**src/rtl/cache_mem_arbiter.sv**
```systemverilog
// Shares one burst memory port between the icache and dcache: round-robin grant,
// four-beat line reads/writebacks, and a one-cycle response to the owning cache.
module cache_mem_arbiter #(
    parameter  int unsigned LINE_W = 256,
    parameter  int unsigned BEAT_W = 64,
    parameter  int unsigned BEATS  = 4,
    localparam int unsigned ADDR_W = 32
) (
    input  logic              clk,
    input  logic              rst,
    input  logic              i_read,
    input  logic [ADDR_W-1:0] i_addr,
    output logic [LINE_W-1:0] i_rdata,
    output logic              i_resp,
    input  logic              d_read,
    input  logic              d_write,
    input  logic [ADDR_W-1:0] d_addr,
    input  logic [LINE_W-1:0] d_wdata,
    output logic [LINE_W-1:0] d_rdata,
    output logic              d_resp,
    output logic              pmem_read,
    output logic              pmem_write,
    output logic [ADDR_W-1:0] pmem_address,
    output logic [BEAT_W-1:0] pmem_wdata,
    input  logic [BEAT_W-1:0] pmem_rdata,
    input  logic              pmem_resp
);

    localparam int unsigned CNT_W = (BEATS > 1) ? $clog2(BEATS) : 1;
    localparam int unsigned OFS_W = $clog2(LINE_W / 8);
    localparam logic [CNT_W-1:0]  LAST_BEAT = CNT_W'(BEATS - 1);
    localparam logic [ADDR_W-1:0] LINE_MASK = ~ADDR_W'((1 << OFS_W) - 1);
    localparam logic GRANT_I = 1'b0;
    localparam logic GRANT_D = 1'b1;

    typedef enum logic [1:0] {
        IDLE     = 2'd0,
        RD_BURST = 2'd1,
        WR_BURST = 2'd2,
        RESP     = 2'd3
    } state_e;

    state_e             state_q, state_d;
    logic               owner_q, owner_d;
    logic               last_grant_q, last_grant_d;
    logic [CNT_W-1:0]   beat_q, beat_d;
    logic [ADDR_W-1:0]  addr_q, addr_d;
    logic               pmem_read_q, pmem_read_d;
    logic               pmem_write_q, pmem_write_d;
    logic               i_resp_q, i_resp_d;
    logic               d_resp_q, d_resp_d;
    logic [LINE_W-1:0]  i_rdata_q, i_rdata_d;
    logic [LINE_W-1:0]  d_rdata_q, d_rdata_d;
    logic [BEAT_W-1:0]  wdata_c;

    logic d_req_c;
    logic any_req_c;
    logic grant_d_c;
    logic beat_last_c;

    assign d_req_c     = d_read | d_write;
    assign any_req_c   = d_req_c | i_read;
    // On a tie the dcache wins only if the icache was granted last time.
    assign grant_d_c   = d_req_c & (~i_read | (last_grant_q == GRANT_I));
    assign beat_last_c = (beat_q == LAST_BEAT);

    // State register
    always_ff @(posedge clk or negedge rst) begin
        if (!rst) begin
            state_q <= IDLE;
        end else begin
            state_q <= state_d;
        end
    end

    // Next-state logic; a simultaneous dcache read+write resolves to the write
    always_comb begin
        state_d = state_q;
        case (state_q)
            IDLE: begin
                if (any_req_c) begin
                    state_d = (grant_d_c && d_write) ? WR_BURST : RD_BURST;
                end
            end
            RD_BURST, WR_BURST: begin
                if (pmem_resp && beat_last_c) begin
                    state_d = RESP;
                end
            end
            RESP:    state_d = IDLE;
            default: state_d = IDLE;
        endcase
    end

    // Output and datapath next values
    always_comb begin
        owner_d      = owner_q;
        last_grant_d = last_grant_q;
        beat_d       = beat_q;
        addr_d       = addr_q;
        i_rdata_d    = i_rdata_q;
        d_rdata_d    = d_rdata_q;
        pmem_read_d  = (state_d == RD_BURST);
        pmem_write_d = (state_d == WR_BURST);
        i_resp_d     = 1'b0;
        d_resp_d     = 1'b0;
        wdata_c      = '0;

        case (state_q)
            IDLE: begin
                if (any_req_c) begin
                    owner_d = grant_d_c ? GRANT_D : GRANT_I;
                    addr_d  = (grant_d_c ? d_addr : i_addr) & LINE_MASK;
                    beat_d  = '0;
                end
            end
            RD_BURST: begin
                if (pmem_resp) begin
                    for (int b = 0; b < BEATS; b++) begin
                        if (beat_q == CNT_W'(b)) begin
                            if (owner_q == GRANT_D) begin
                                d_rdata_d[b*BEAT_W +: BEAT_W] = pmem_rdata;
                            end else begin
                                i_rdata_d[b*BEAT_W +: BEAT_W] = pmem_rdata;
                            end
                        end
                    end
                    if (!beat_last_c) begin
                        beat_d = beat_q + CNT_W'(1);
                    end
                end
            end
            WR_BURST: begin
                for (int b = 0; b < BEATS; b++) begin
                    if (beat_q == CNT_W'(b)) begin
                        wdata_c = d_wdata[b*BEAT_W +: BEAT_W];
                    end
                end
                if (pmem_resp && !beat_last_c) begin
                    beat_d = beat_q + CNT_W'(1);
                end
            end
            RESP: begin
                last_grant_d = owner_q;
            end
            default: ;
        endcase

        if (state_d == RESP) begin
            i_resp_d = (owner_d == GRANT_I);
            d_resp_d = (owner_d == GRANT_D);
        end
    end

    always_ff @(posedge clk or negedge rst) begin
        if (!rst) begin
            owner_q      <= GRANT_I;
            last_grant_q <= GRANT_I;
            beat_q       <= '0;
            addr_q       <= '0;
            pmem_read_q  <= 1'b0;
            pmem_write_q <= 1'b0;
            i_resp_q     <= 1'b0;
            d_resp_q     <= 1'b0;
            i_rdata_q    <= '0;
            d_rdata_q    <= '0;
        end else begin
            owner_q      <= owner_d;
            last_grant_q <= last_grant_d;
            beat_q       <= beat_d;
            addr_q       <= addr_d;
            pmem_read_q  <= pmem_read_d;
            pmem_write_q <= pmem_write_d;
            i_resp_q     <= i_resp_d;
            d_resp_q     <= d_resp_d;
            i_rdata_q    <= i_rdata_d;
            d_rdata_q    <= d_rdata_d;
        end
    end

    assign i_rdata      = i_rdata_q;
    assign i_resp       = i_resp_q;
    assign d_rdata      = d_rdata_q;
    assign d_resp       = d_resp_q;
    assign pmem_read    = pmem_read_q;
    assign pmem_write   = pmem_write_q;
    assign pmem_address = addr_q;
    assign pmem_wdata   = wdata_c;

endmodule

```
**config.mk**
```make
export PLATFORM = sky130hd
export DESIGN_NAME = cache_mem_arbiter
export DESIGN_NICKNAME = d
export VERILOG_FILES = /design/src/rtl/cache_mem_arbiter.sv
export SDC_FILE = /design/constraint.sdc
export NUM_CORES = 1
export LEC_CHECK = 0
export CAP_MARGIN = 20
export CORE_AREA = 2 2 392 394
export CTS_BUF_LIST = sky130_fd_sc_hd__clkbuf_8
export CTS_CLUSTER_DIAMETER = 150
export DETAILED_ROUTE_END_ITERATION = 10
export DIE_AREA = 0 0 394 396
export DONT_BUFFER_PORTS = 1
export PLACE_DENSITY = 0.3
export SLEW_MARGIN = 20
export SYNTH_ARGS = -nofsm -noshare
export SYNTH_HDL_FRONTEND = slang
export SYNTH_SLANG_ARGS = --single-unit
```
**constraint.sdc**
```tcl
create_clock -name clk -period 2.7 [get_ports clk]
set_input_delay 0.54 -clock clk [delete_from_list [all_inputs] [get_ports clk]]
set_output_delay 0.54 -clock clk [all_outputs]
set_load 0.01 [all_outputs]
```
==> results by group <==
Run status
  – Outcome: complete, but fails checks
  – Failing checks: setup timing

Critical path
  – Critical Path Sink Type: primary output
  – Worst Path Max Fanout: 8
  – Crit Path Class: reg2out
  – Worst EP arrival: between 2 and 3 ns
  – Startpoint types: flip-flop
  – WP data required: 2.16 ns

Pwr
  – Comb pwr share: approximately a third
  – Clk network pwr share: 22.3%
  – Reg power frac: approximately 44%
  – Internal power: between 0.02 and 0.025 W
  – PD cells: between 1000 and 1500 nW/µm²
  – Sw Ratio: between 30% and 40%
  – Switching Power: between 0.01 and 0.015 W
  – Lkg Pwr: approximately 16 nW
  – VDD IR max: 0.451 mV

Final layout
  – Layout cell share with drive strength beyond 1: around 46%
  – Final instance area: ~33000 µm²
  – Most common cell after layout, fill and taps aside: dfrtp_1
  – Post-layout util: a little over a fifth
  – Synth-to-Final Area Change: 32.4%
  – Nets: approximately 2.4k
  – Fillcell total: around 16k
  – Most frequent cells in the layout: dfrtp_1, mux2_4, mux2_2

Place
  – Post-DP HPWL: around 83 mm
  – Area post-placement: between 20000 and 30000 µm²
  – Port bufs: 0
  – Final GP Congestion: between 0.9 and 1

Timing
  – Fin crit period: 3.34 ns
  – Final period utilization: 124%
  – RSZ-0062 raised after global routing: true
  – Slew at the pin closest to its max-slew limit: between 0.7 and 0.8 ns
  – Slew Limit Headroom: between 40% and 50%
  – Fmax achieved: approximately 300 MHz
  – Setup-failing EPs final: 64
  – Fin Setup TNS: -32.04 ns
  – Final hold violation count: 0
  – Worst Skew: 0.0342 ns
  – Max-slew violations: 0
  – Final worst-path setup slack: -0.641 ns

Clocking
  – Clock tree sinks: about 550
  – CTS tree: yes
  – Root Buffer: clkbuf_8
  – CTS clk-pin slew, worst paths: approximately 0.06 ns
  – CTS Buf Count: roughly 110
  – H-tree depth: 3
  – CTS max path bufs: 3
  – Worst-Skew Late Latency: 0.79 ns

Global routing
  – GRT Util Overall: 14.3%
  – Initial antenna violation count: 27
  – Number of global-route vias before repair: between 15k and 20k
  – First-pass GRT wire length: ~160 mm
  – Largest net degree at the start of global routing: 550
  – Grt ovf: 0

Synthesis
  – Share of async-settable or async-resettable flops after synthesis: 100%
  – Avg Cell Area, Syn: between 10 and 15 µm²
  – Syn. warnings: 0
  – Synthesized area: approximately 25000 µm²
  – Post-synth EDFFs: 0
  – Synth cell types: 41
  – Most used DFF post-synth: dfrtp_1
  – Synthesized flop and latch total: between 500 and 600
  – Mapped Cells: between 1.5k and 2k
  – Seq/Total Area, Yosys: between 50% and 60%

Drt
  – Total Wirelength: between 100 and 150 mm
  – Via Count: between 15k and 20k
  – DRC: 0
  – Drt pass-1 iters: 5
  – Initial drt markers: around 860
  – DR vias/cell: slightly below 4
  – Final ANT Viol Nets: 0
  – WL/cell: roughly 28 µm

Floorplan
  – Die area: between 150000 and 200000 µm²
  – Chip Width: roughly 400 µm
  – Rows: about 140
  – Core ar.: between 150000 and 200000 µm²
  – Initial Utilization: between 15 and 20%
  – Top Ports: 1002
  – Die height: around 400 µm

Min path
  – Hold Crit Class: in2reg

Job
  – Max Cap Viol: 0
[metal layers]
layer	track usage [%]	wire, µm	share of wire (%)
met1	17.0	47300	41
met2	21.8	52800	45
met3	7.24	12900	11
met4	5.92	3420	2.9
met5	0.462	126	0.11
[per-stage QoR]
| stage | hold slack, ns | setup slack, ns | total power, W | instances |
|---|---|---|---|---|
| after floorplan | 0.244 | 0.448 | 0.0221 | 1716 |
| after detailed placement | 0.263 | -0.113 | 0.0273 | 3787 |
| final | 0.141 | -0.641 | 0.0376 | 4164 |
| after global routing | 0.0335 | -0.760 | 0.0397 | 4162 |
| after CTS | -0.668 | -0.745 | 0.0374 | 4117 |
| after global placement | 0.259 | -0.153 | 0.0272 | 3787 |
[cells in the mapped netlist (2+ instances only)]
cell type	number	area, µm²
a21boi_0	10	75.1
a21boi_1	54	405
a21oi_1	67	335
a221o_1	64	641
a22oi_1	4	30.0
and3_1	2	12.5
buf_1	3	11.3
buf_12	12	240
buf_2	34	170
buf_4	14	105
buf_6	25	282
clkbuf_1	37	139
dfrtp_1	549	13700
ha_1	9	113
inv_1	69	259
mux2_2	213	2400
mux2_4	300	4500
mux2i_1	29	290
nand2_1	96	360
nand2_4	3	33.8
nand2_8	3	60.1
nand3b_1	65	488
nor2_1	3	11.3
nor2b_1	2	12.5
o21ai_0	27	135
o221a_2	2	22.5
o31ai_1	2	15.0
[power groups by stage]
stage          Clock (W)  Sequential, W  Combinational [W]
2_1_floorplan          0         0.0148            0.00726
3_3_place_gp           0         0.0170             0.0102
3_5_place_dp           0         0.0169             0.0104
4_1_cts          0.00885         0.0168             0.0118
5_1_grt          0.00921         0.0171             0.0134
6_report         0.00840         0.0167             0.0126
[flip-flops by register name, indices dropped and copies added (netlist names)]
| signal | cells |
|---|---|
| last_grant_q | 1 |
| i_resp | 1 |
| d_rdata | 256 |
| pmem_address | 27 |
| d_resp | 1 |
| pmem_read | 1 |
| i_rdata | 256 |
| pmem_write | 1 |
| beat_q | 2 |
| owner_q | 1 |
| state_q | 2 |
[final cells by class]
class	instances	area [µm²]	area share (%)
Clock inverter	54	350	1.06
Antenna cell	24	60.1	0.181
Tap cell	2030	2540	7.67
Inverter	69	259	0.782
Timing Repair Buffer	337	3900	11.8
Multi-Input combinational cell	973	10500	31.7
Clock buffer	128	1760	5.32
Sequential cell	549	13700	41.5
[timing repair]
item                                   4_1_cts  5_1_grt
pin swaps                                   26       41
cloned                                       6        8
buffers inserted                            21       12
setup endpoints to repair                   64       65
resized for setup                          112       68
hold buffers                               125        1
endpoints found under the hold margin     1092      143
[cells by family (layout without fill, tap and decap cells)]
family	Yosys count	after routing	synth area share [%]
flops	549	549	54.9
mux	542	542	28.8
compound gates	236	236	6.89
buf+inv	194	588	4.82
simple gates	181	181	4.13
fa+ha+maj	9	9	0.450
other cells	1	29	0.0150
[path summary, 6_finish.rpt]
kind                             startpoint               end  slack [ns]  depth (start not counted)
max                               beat_q[0]    pmem_wdata[33]       -0.64                          9
min                               pmem_resp            d_resp        0.14                          3
max reg2reg                       beat_q[1]      i_rdata[242]        0.25                          7
min reg2reg                pmem_address[24]  pmem_address[24]        0.56                          2
max in group asynchronous               rst        state_q[1]        0.29                          4
min in group asynchronous               rst      i_rdata[102]        0.46                          2
[critical path, stage by stage, from the launching register on]
cell and delay, ns:
dfrtp_1 0.40, buf_6 0.14, ha_4 0.19, buf_12 0.15, buf_8 0.14, nand3b_1 0.15, a221o_1 0.31, a21boi_2 0.25
buf_6 0.19, buf_6 0.11
(Power assumes the default switching activity.)
